## src/rtl/mux_arb_nx1_pkg.sv

```systemverilog
`default_nettype none
// ============================================================================
// Module : mux_arb_nx1_pkg
// Desc   : Shared mode encodings and sizing helper for the N-to-1 channel mux.
// Rev    : 1.0  initial release
// ============================================================================
package mux_arb_nx1_pkg;

    localparam logic MODE_FIXED = 1'b0;
    localparam logic MODE_RR    = 1'b1;

    // Elaboration-time ceil(log2(n)); returns 1 for n <= 2 so indices stay non-zero width.
    function automatic int clog2(input int n);
        int r;
        r = 1;
        while ((1 << r) < n) begin
            r = r + 1;
        end
        return r;
    endfunction

endpackage
`default_nettype wire

```

## src/rtl/mux_arb_nx1_arbiter.sv

```systemverilog
`default_nettype none
// ============================================================================
// Module : rr_arbiter_n
// Desc   : Combinational rotate-priority search: first request at or above ptr.
// Rev    : 1.0  initial release
// ============================================================================
module rr_arbiter_n
    import mux_arb_nx1_pkg::*;
#(
    parameter int channels = 8,
    parameter int selw     = clog2(channels)
) (
    input  logic [channels-1:0] req,
    input  logic [selw-1:0]     ptr,
    output logic                gnt_valid,
    output logic [selw-1:0]     gnt_idx
);

    // Walk offsets from farthest to nearest so the nearest request wins last.
    always_comb begin
        gnt_valid = 1'b0;
        gnt_idx   = '0;
        for (int k = channels - 1; k >= 0; k--) begin
            int idx;
            idx = int'(ptr) + k;
            if (idx >= channels) begin
                idx = idx - channels;
            end
            if (req[idx]) begin
                gnt_valid = 1'b1;
                gnt_idx   = selw'(idx);
            end
        end
    end

endmodule
`default_nettype wire

```

## src/rtl/mux_arb_nx1.sv

```systemverilog
`default_nettype none
// ============================================================================
// Module : mux_arb_nx1
// Desc   : Registered N-to-1 channel mux with fixed-select or round-robin grant.
// Rev    : 1.0  initial release
// ============================================================================
module mux_arb_nx1
    import mux_arb_nx1_pkg::*;
#(
    parameter int size     = 8,
    parameter int channels = 8,
    parameter int selw     = clog2(channels)
) (
    input  logic                     clk,
    input  logic                     rst,
    input  logic                     mode,
    input  logic [selw-1:0]          sel,
    input  logic [size*channels-1:0] inputVal,
    input  logic [channels-1:0]      in_valid,
    output logic [channels-1:0]      in_ready,
    output logic [size-1:0]          y,
    output logic                     y_valid,
    output logic [selw-1:0]          y_chan,
    input  logic                     y_ready
);

    logic [size-1:0] y_q, y_d;
    logic            y_valid_q, y_valid_d;
    logic [selw-1:0] y_chan_q, y_chan_d;
    logic [selw-1:0] rr_ptr_q, rr_ptr_d;

    logic            w_load;
    logic            w_rr_valid;
    logic [selw-1:0] w_rr_idx;
    logic            w_fix_valid;
    logic            w_grant_valid;
    logic [selw-1:0] w_grant;
    logic            w_xfer;

    rr_arbiter_n #(
        .channels (channels),
        .selw     (selw)
    ) u_rr_arbiter (
        .req       (in_valid),
        .ptr       (rr_ptr_q),
        .gnt_valid (w_rr_valid),
        .gnt_idx   (w_rr_idx)
    );

    // Out-of-range sel values never match a channel index, so they never grant.
    always_comb begin
        w_fix_valid = 1'b0;
        for (int i = 0; i < channels; i++) begin
            if (sel == selw'(i) && in_valid[i]) begin
                w_fix_valid = 1'b1;
            end
        end
    end

    assign w_load        = ~y_valid_q | y_ready;
    assign w_grant       = (mode == MODE_RR) ? w_rr_idx   : sel;
    assign w_grant_valid = (mode == MODE_RR) ? w_rr_valid : w_fix_valid;
    assign w_xfer        = ~rst & w_load & w_grant_valid;

    always_comb begin
        in_ready = '0;
        for (int i = 0; i < channels; i++) begin
            if (w_xfer && w_grant == selw'(i)) begin
                in_ready[i] = 1'b1;
            end
        end
    end

    always_comb begin
        y_d       = y_q;
        y_valid_d = y_valid_q;
        y_chan_d  = y_chan_q;
        rr_ptr_d  = rr_ptr_q;
        if (w_xfer) begin
            y_d       = inputVal[int'(w_grant)*size +: size];
            y_chan_d  = w_grant;
            y_valid_d = 1'b1;
            if (mode == MODE_RR) begin
                rr_ptr_d = (w_grant == selw'(channels - 1)) ? '0 : w_grant + 1'b1;
            end
        end else if (y_valid_q && y_ready) begin
            y_valid_d = 1'b0;
        end
    end

    always_ff @(posedge clk) begin
        if (rst) begin
            y_q       <= '0;
            y_valid_q <= 1'b0;
            y_chan_q  <= '0;
            rr_ptr_q  <= '0;
        end else begin
            y_q       <= y_d;
            y_valid_q <= y_valid_d;
            y_chan_q  <= y_chan_d;
            rr_ptr_q  <= rr_ptr_d;
        end
    end

    assign y       = y_q;
    assign y_valid = y_valid_q;
    assign y_chan  = y_chan_q;

    a_ready_onehot0 : assert property (@(posedge clk) $onehot0(in_ready));
    a_ready_has_valid : assert property (@(posedge clk) (in_ready & ~in_valid) == '0);
    a_hold_stable : assert property (@(posedge clk) disable iff (rst)
        (y_valid_q && !y_ready) |=> ($stable(y_q) && $stable(y_chan_q) && y_valid_q));

endmodule
`default_nettype wire

```

## config.mk

```make
export PLATFORM = sky130hd
export DESIGN_NAME = mux_arb_nx1
export DESIGN_NICKNAME = d
export VERILOG_FILES = /design/src/rtl/mux_arb_nx1_pkg.sv /design/src/rtl/mux_arb_nx1_arbiter.sv /design/src/rtl/mux_arb_nx1.sv
export SDC_FILE = /design/constraint.sdc
export NUM_CORES = 1
export LEC_CHECK = 0
export ABC_CLOCK_PERIOD_IN_PS = 5500
export CORE_MARGIN = 2
export CORE_UTILIZATION = 43
export DETAILED_ROUTE_END_ITERATION = 10
export PLACE_DENSITY = 0.93
export RECOVER_POWER = 50
export SLEW_MARGIN = 10
export SYNTH_ARGS = -nofsm -noshare
export SYNTH_HDL_FRONTEND = slang
export SYNTH_HIERARCHICAL = 1
export SYNTH_SLANG_ARGS = --single-unit
```

## constraint.sdc

```tcl
create_clock -name clk -period 5.5 [get_ports clk]
set_input_delay 1.1 -clock clk [delete_from_list [all_inputs] [get_ports clk]]
set_output_delay 1.1 -clock clk [all_outputs]
set_load 0.01 [all_outputs]
```

==> qor.yml, run 1 <==
cts:
  cts_sinks: 15
  cts_max_level: 1
  insertion_delay_ns: 0.25
  clockBufferDepth: 2
  cts_buffers: 3
  clk_pin_slew_ns: 0.06
  cts_root_buf: "clkbuf_8"
  cts_tree: "done"
worst_setup_path:
  crit_family: "multiplexers"
  crit_chain: "clkdlybuf4s50_1 > mux4_2 > mux2_4 > o21ai_2 > a31oi_1 > o21bai_1 > mux2_4 > mux2i_2 > inv_1 > buf_4 > ha_1 > and4b_1 > dlygate4sd2_1"
  crit_path_frequent_cell: "mux2_4"
  cp_slowest_cell: "mux4_2"
  cp.arrival_ns: 4.25
  critPathMaxFanout: 3
  r2r_start: "rr_ptr_q[1]"
  cpPeakStageDelay_ns: 0.52
  worst-path-buf-inv: 4
  worstPathRequired_ns: 4.40
  startpoint: "in_valid[2]"
  startpoint_type: "input port"
  endpoint_kind: "output port"
  worstSetupPathType: "input port to output port"
power:
  ir_drop_v: 0.000297
  p_int_w: 0.000569
  power.density_nw_per_um2: 314
  total_power_w: 0.00109
  combPwrFrac: 0.781
  clkPwrFrac: 0.084
  seqPwrFrac: 0.136
  p_switching_w: 0.000518
  p_leak_nw: 1.47
  p_sw_frac: 0.477
detailed_routing:
  first_pass_iters: 4
  route.detailed.drc: 0
  vias: 2746
  avgViaCountPerCell: 5.72
  wl_per_cell_um: 17.0
  drt_iter0_drc: 195
  finalWirelength_um: 8180
  drtAntennaViolNets: 0
global_routing:
  grt_pass1_vias: 2643
  grt_util_met2: 0.479
  grt_antenna_before_repair: 0
  grt_pass1_wl_um: 12600
  track_usage: 0.264
  grt_overflow: 0
  grtUsageMet3: 0.0237
  grtUsageMet1: 0.327
  top_usage_layer: "met2"
  grt_max_degree: 33
timing:
  clock.fmax_mhz: 187
  min_period_over_period: 0.973
  rsz0062_at_grt: "false"
  hold_violations: 0
  drv_slew: 0
  tns_ns: 0
  setup_viol: 0
  relSlewSlack: 0.285
  skew_ns: 0.00114
  post-route-min-period_ns: 5.35
  worstMarginPinSlew_ns: 1.07
  fin_ws_ns: 0.149
synth:
  synthDistinctLibCells: 58
  ys_warn_count: 6
  ys_ff_latch: 15
  synth_largest_area_cell: "dfxtp_1"
  syn_nets: 383
  ys.flop_type: "dfxtp_1"
  synth_edf_count: 0
  async_flop_share: 0
  synth_area_leaders: "dfxtp_1, nand2_1, a21oi_1, a211oi_2, mux4_2"
  netlist.area_leader.share: 0.133
  synth_area_um2: 2250
  netlist_instances: 296
  syn_area_per_cell_um2: 7.62
  ys_seq_area_frac: 0.133
layout:
  drive_above_1_share: 0.176
  nets: 498
  fillers: 426
  layout_commonest_cell: "nand2_1"
  finalNonFillerCells: 480
  syn_to_final_growth_pct: 53.6
  diodes: 0
  layout_common_cells: "nand2_1, clkdlybuf4s50_1, a21oi_1, buf_4, nor2_1"
die:
  core_um2: 5070
  initial_utilization: 0.444
  die_h_um: 76.4
  die_x_um: 76.4
  num_io_pins: 99
  die-area_um2: 5840
  row_count: 26
placement:
  post-place-ws_ns: -0.152
  gp_congestion: 0.980
  dp_cells: 475
  dp_hpwl_um: 6340
  placement.io_buffers: 98
run_status:
  status: "finished, final reports clean"
min_path:
  min_from: "y[5]"
  hp-class: "flop to flop"
run:
  max-cap-violations: 0
state kept, by name, summed over array words and instances (netlist names):
register  flops
y             8
y_valid       1
y_chan        3
rr_ptr_q      3
cell usage after synthesis, types with 3 or more instances:
master     n
o21a_1     3
nand2_1   75
a31oi_1    3
mux4_1     5
inv_1      8
a211oi_2  11
ha_1       8
nor3_1     4
mux2i_1    8
and4b_1    6
nand2b_1   3
mux4_2     6
buf_2      6
a21oi_1   42
dfxtp_1   15
and2_1     3
nor2_1    22
nor4_1     9
mux2_2     4
buf_4      5
buf_6      5
final timing paths:
kind / endpoint / slack [ns] / depth (start not counted)
worst max-delay path: in_ready[5] / 0.15 / 13
worst max register to register: y[2] / 1.49 / 16
worst min-delay path: y[5] / 0.53 / 2
worst min register to register: y[5] / 0.53 / 2
power by group through the flow:
stage | Sequential [W] | Clock [W] | Combinational (W)
after floorplan | 0.000153 | 0 | 0.000526
after global placement | 0.000148 | 0 | 0.000788
after detailed placement | 0.000151 | 0 | 0.000819
after CTS | 0.000149 | 0.0000929 | 0.000836
after global routing | 0.000151 | 0.0000988 | 0.000915
final | 0.000147 | 0.0000908 | 0.000849
kinds of logic after synthesis:
group | share of synthesized area
simple gates | 0.282
mux | 0.195
compound gates | 0.256
buf+inv | 0.0771
flops | 0.133
fa+ha+maj | 0.0444
xor+xnor | 0.0117
area by class of cell:
type / count / area (um^2) / area share
Clock buffer: 3 / 41.3 / 0.0119
Clock inverter: 1 / 5.00 / 0.00145
Inverter: 9 / 33.8 / 0.00975
Multi-Input combinational cell: 253 / 1800 / 0.520
Sequential cell: 15 / 300 / 0.0867
Tap cell: 70 / 87.6 / 0.0253
Timing Repair Buffer: 129 / 1190 / 0.345
worst min-delay path: cells and delay by family, from the launching register on:
kind | cells | cell delay, ns
flip-flops | 1 | 0.30
AO/OA/AOI/OAI | 1 | 0.05
AND/OR/NAND/NOR | 1 | 0.12
through the flow:
step,utilization,area (um^2),hold WS (ns)
3_5_place_dp,0.672,3410,0.527
2_1_floorplan,-,2250,0.462
3_3_place_gp,0.672,3410,0.514
6_report,0.682,3460,0.531
4_1_cts,0.682,3460,0.541
5_1_grt,0.682,3460,0.553
layer usage:
| layer | share of wire | wire length [um] |
|---|---|---|
| met1 | 0.40 | 3280 |
| met2 | 0.51 | 4180 |
| met3 | 0.062 | 506 |
| met4 | 0.027 | 221 |
| met5 | 0 | 0 |
timing repair:
action | in CTS | in global routing
hold buffers | 0 | 0
pin swaps | 0 | 1
buffers inserted | 2 | 0
resized for setup | 17 | 9
endpoints found under the setup margin | 8 | 4
Power figures use the tool's default switching activity.
==> run 2, diff against run 1 <==
--- a/config.mk
+++ b/config.mk
@@ -9,6 +9,7 @@
 export CORE_MARGIN = 2
 export CORE_UTILIZATION = 43
 export DETAILED_ROUTE_END_ITERATION = 10
+export GPL_TIMING_DRIVEN = 0
 export PLACE_DENSITY = 0.93
 export RECOVER_POWER = 50
 export SLEW_MARGIN = 10
==> run 2 against run 1 <==
  * Clock-buffer cell count did not move
  * Sequential power about the same
  * Clock skew barely moved
  * Via count is 1.3% lower
  * Non-clock buffer count decreased by 7
  * Final area is 0.36% lower
  * Largest cell class unchanged
==> qor.yml, run 2 (synthesis gave the netlist of run 1 again) <==
worst_setup_path:
  critPathMaxFanout: 7
  startpoint_type: "input port"
  crit_cells: 12
  cpPeakStageDelay_ns: 0.54
  crit_path_frequent_cell: "mux2_4"
  r2r_cells: 15
  r2r_end: "y[2]"
  rrSetupSlack_ns: 1.08
  cp.arrival_ns: 4.20
  worstPathRequired_ns: 4.40
  r2r_start: "rr_ptr_q[1]"
  endpoint_kind: "output port"
  crit_chain: "dlygate4sd2_1 > mux4_2 > mux2_4 > o21ai_2 > a31oi_1 > o21bai_1 > mux2_4 > mux2i_4 > buf_4 > ha_1 > and4b_1 > clkdlybuf4s50_1"
  cp_slowest_cell: "clkdlybuf4s50_1"
  worst-path-buf-inv: 3
  crit_family: "multiplexers"
  worstSetupPathType: "input port to output port"
layout:
  drive_above_1_share: 0.149
  diodes: 0
  multi_input_area_um2: 1820
  layout_common_cells: "nand2_1, clkdlybuf4s50_1, a21oi_1, nor2_1, dfxtp_1"
  finalNonFillerCells: 473
  nets: 491
  final_cell_area_um2: 3450
  largest_reg_flops: 8
  regArea_um2: 300
  fillers: 413
  syn_to_final_growth_pct: 53.1
  layout_commonest_cell: "nand2_1"
global_routing:
  grt_max_degree: 17
  track_usage: 0.256
  grt_overflow: 0
  grt_antenna_before_repair: 0
  grt_pass1_wl_um: 12200
  grt_pass1_vias: 2515
detailed_routing:
  avgViaCountPerCell: 5.73
  drt_iter0_drc: 234
  route.detailed.drc: 0
  finalWirelength_um: 7940
  first_pass_iters: 5
  drtAntennaViolNets: 0
  wl_per_cell_um: 16.8
  vias: 2710
timing:
  hold_ws_ns: 0.507
  setup_viol: 0
  rsz0062_at_grt: "false"
  skew_ns: 0.00153
  drv_slew: 0
  clock.fmax_mhz: 189
  worstMarginPinSlew_ns: 0.850
  min_period_over_period: 0.963
  hold_violations: 0
  post-route-min-period_ns: 5.30
  relSlewSlack: 0.434
placement:
  dp_hpwl_um: 6150
  gp_congestion: 0.945
  dp_cells: 464
  place_area_um2: 3320
  placement.io_buffers: 98
cts:
  clk_pin_slew_ns: 0.06
  cts_root_buf: "clkbuf_8"
  cts_max_level: 1
  cts-hold-fix-buffers: 0
  cts_buffers: 3
  insertion_delay_ns: 0.24
  cts_tree: "done"
  clockBufferDepth: 2
  cts_sinks: 15
min_path:
  hp-class: "flop to flop"
  hold_end: "rr_ptr_q[1]"
  worstHoldPathCells: 2
  min_from: "rr_ptr_q[1]"
power:
  p_leak_nw: 1.47
  power.density_nw_per_um2: 312
  ir_drop_v: 0.000245
run:
  max-cap-violations: 0
die:
  core_um2: 5070
  row_count: 26
  num_io_pins: 99
  die_h_um: 76.4
  die_x_um: 76.4
  die-area_um2: 5840
  initial_utilization: 0.444
run_status:
  status: "finished, final reports clean"
[run 2: cell type report]
type	instances	share of cell area
plain buffers	16	0.0337
inverters	9	0.0105
clock inverters	1	0.00145
multi-input cells	253	0.528
clock buffers	3	0.0120
repair buffers	106	0.302
well taps	70	0.0254
flip-flops and latches	15	0.0870
[run 2: report_power, final]
group	leakage, nW	switching [W]	internal [W]
combinational	1.32	0.000464	0.000382
clock	0.0255	0.0000368	0.0000500
sequential	0.124	0.0000139	0.000130
total	1.47	0.000514	0.000562
[run 2: routing by layer]
metal | routed length, um | vias up | part of all wire | GRT usage
met3 | 529 | 18 | 0.067 | 0.0154
met1 | 3280 | 1262 | 0.41 | 0.321
met4 | 176 | 0 | 0.022 | 0.0836
met5 | 0 | - | 0 | 0
li1 | - | 1300 | - | -
met2 | 3950 | 130 | 0.50 | 0.466
[run 2: worst max path at each step]
stage / from / to / slack, ns
after floorplan: in_valid[0] / in_ready[7] / 0.68
after global placement: in_valid[0] / in_ready[7] / -0.52
after detailed placement: in_valid[1] / in_ready[7] / -0.63
after CTS: in_valid[2] / in_ready[6] / 0.007
after global routing: rr_ptr_q[1] / in_ready[6] / 0.08
final: in_valid[6] / in_ready[6] / 0.20
[run 2: what timing repair did]
item	CTS	global route
buffers inserted	8	0
hold endpoints to repair	0	0
pin swaps	2	1
gates resized for setup	19	8
endpoints found under the setup margin	8	6
[run 2: through the flow]
step	util	TNS [ns]	worst slack (ns)	power (W)
5_1_grt	0.680	0	0.0792	0.00115
2_1_floorplan	-	0	0.679	0.000679
3_3_place_gp	0.655	-2.62	-0.519	0.000893
3_5_place_dp	0.655	-3.18	-0.629	0.000915
6_report	0.680	0	0.204	0.00108
4_1_cts	0.676	0	0.00709	0.00106
[run 2: worst min-delay path, cell delays in order, from the launching register on]
cell and delay (ns):
dfxtp_1 0.33, nand2b_1 0.07, a21oi_1 0.06
==> run 3, diff against run 2 <==
--- a/config.mk
+++ b/config.mk
@@ -6,7 +6,6 @@
 export NUM_CORES = 1
 export LEC_CHECK = 0
 export ABC_CLOCK_PERIOD_IN_PS = 5500
-export CORE_MARGIN = 2
 export CORE_UTILIZATION = 43
 export DETAILED_ROUTE_END_ITERATION = 10
 export GPL_TIMING_DRIVEN = 0
==> run 3 against run 2 <==
  * Via count about the same
  * Combinational power increased by 2%
  * Critical path depth is the same
  * Global-route usage increased by 2.8 points
  * Clock power grew 4.1%
  * Final area grew 0.40%
  * Critical endpoint is now in_ready[0]
  * Sequential power is essentially flat
  * Sequential share of layout area hardly changed
  * Routed wire length is 1.3% higher
==> qor.yml, run 3 (synthesis gave the netlist of run 1 again) <==
run_status:
  status: "finished, final reports clean"
timing:
  hold_violations: 0
  min_period_over_period: 0.976
  clock.fmax_mhz: 186
  worstMarginPinSlew_ns: 0.915
  setup_viol: 0
  hold_ws_ns: 0.507
  skew_ns: 0.00225
  drv_slew: 0
  post-route-min-period_ns: 5.37
  relSlewSlack: 0.390
  fin_ws_ns: 0.133
cts:
  clk_pin_slew_ns: 0.06
  cts_root_buf: "clkbuf_8"
  cts_tree: "done"
  clockBufferDepth: 2
  cts_sinks: 15
  cts_buffers: 3
  cts_max_level: 1
  insertion_delay_ns: 0.25
detailed_routing:
  avgViaCountPerCell: 5.72
  vias: 2711
  first_pass_iters: 5
  drt_iter0_drc: 208
  wl_per_cell_um: 17.0
  finalWirelength_um: 8040
  route.detailed.drc: 0
  drtAntennaViolNets: 0
placement:
  dp_hpwl_um: 6020
  gp_congestion: 0.948
  post-place-ws_ns: -0.651
  dp_cells: 461
  placement.io_buffers: 98
layout:
  regArea_um2: 300
  fillers: 381
  drive_above_1_share: 0.162
  finalNonFillerCells: 474
  nets: 495
  layout_commonest_cell: "clkdlybuf4s50_1"
  largest_reg_flops: 8
  layout_common_cells: "clkdlybuf4s50_1, nand2_1, a21oi_1, nor2_1, dfxtp_1"
  syn_to_final_growth_pct: 53.7
  multi_input_area_um2: 1810
  diodes: 0
worst_setup_path:
  endpoint_kind: "output port"
  r2r_cells: 18
  cp.arrival_ns: 4.27
  r2r_start: "rr_ptr_q[1]"
  rrSetupSlack_ns: 0.88
  worstPathRequired_ns: 4.40
  endpoint: "in_ready[0]"
  startpoint_type: "input port"
  critPathMaxFanout: 6
  startpoint: "in_valid[2]"
  r2r_end: "y[3]"
  worstSetupPathType: "input port to output port"
die:
  die_h_um: 74.4
  row_count: 25
  initial_utilization: 0.462
  core_um2: 4880
  die_x_um: 74.4
  die-area_um2: 5540
  num_io_pins: 99
global_routing:
  grt_max_degree: 17
  grt_pass1_wl_um: 12200
  grt_util_met2: 0.473
  grtUsageMet1: 0.381
  grt_overflow: 0
  grt_pass1_vias: 2503
  grtUsageMet3: 0.0244
  grt_antenna_before_repair: 0
  track_usage: 0.283
  top_usage_layer: "met2"
power:
  power.density_nw_per_um2: 318
  p_leak_nw: 1.46
  ir_drop_v: 0.000218
min_path:
  hp-class: "flop to flop"
  worstHoldPathCells: 2
run:
  max-cap-violations: 0
run 3: cell types whose count changed in the layout (fill, tap and decap cells not counted):
cell             previous run  this run
inv_1                       8         7
clkbuf_4                    0         1
buf_8                       1         0
clkbuf_1                    3         2
clkdlybuf4s50_1            73        76
mux4_1                      4         3
dlygate4sd2_1               9         8
buf_4                      10        14
buf_6                       4         5
mux4_2                      7         8
inv_2                       0         1
a211oi_1                    2         3
a211oi_2                   11        10
dlymetal6s2s_1              4         2
run 3: metal layers:
layer  vias up  routed length, um
met5         -                  0
met4         0                167
met3        14                409
met2       103               4180
met1      1283               3280
li1       1311                  -
run 3: worst max-delay path: stages:
cell             delay, ns
dlygate4sd2_1         0.29
mux4_2                0.55
mux2_4                0.31
o21ai_2               0.14
a31oi_1               0.10
o21bai_1              0.19
mux2_4                0.36
mux2i_4               0.17
buf_4                 0.16
ha_1                  0.15
and4b_1               0.21
clkdlybuf4s50_1       0.54
run 3: where the power goes:
part / internal [W] / switching [W] / leakage, nW / total [W]
clock: 0.0000502 / 0.0000403 / 0.0255 / 0.0000904
combinational: 0.000396 / 0.000469 / 1.31 / 0.000865
sequential: 0.000130 / 0.0000149 / 0.124 / 0.000145
total: 0.000576 / 0.000524 / 1.46 / 0.00110
run 3: area by class of cell:
type	count	share of cell area
timing repair buffer	109	0.306
multi-input combinational	253	0.523
tap	67	0.0242
clock buffer	3	0.0119
buffer	17	0.0368
inverter	9	0.0105
clock inverter	1	0.00144
sequential	15	0.0867
run 3: worst min path at each step:
stage,to,startpoint,slack (ns)
floorplan,rr_ptr_q[1],rr_ptr_q[1],0.46
global placement,rr_ptr_q[1],rr_ptr_q[1],0.48
detailed placement,rr_ptr_q[1],rr_ptr_q[1],0.49
CTS,rr_ptr_q[1],rr_ptr_q[1],0.51
global route,rr_ptr_q[1],rr_ptr_q[1],0.53
finish,rr_ptr_q[1],rr_ptr_q[1],0.51
run 3: stage by stage:
step           utilization  total power [W]    TNS, ns  cell area [um^2]
5_1_grt              0.710          0.00118  -0.000618              3460
3_5_place_dp         0.680         0.000917      -3.47              3320
2_1_floorplan            -         0.000679          0              2250
3_3_place_gp         0.680         0.000903      -2.87              3320
6_report             0.710          0.00110          0              3460
4_1_cts              0.702          0.00106          0              3420
run 3: timing repair:
item                                   in CTS  in global routing
endpoints found under the hold margin       0                  0
resized for setup                          18                  6
hold buffers                                0                  0
setup endpoints to repair                   8                  8
pin swaps                                   2                  2
setup buffers                               7                  4
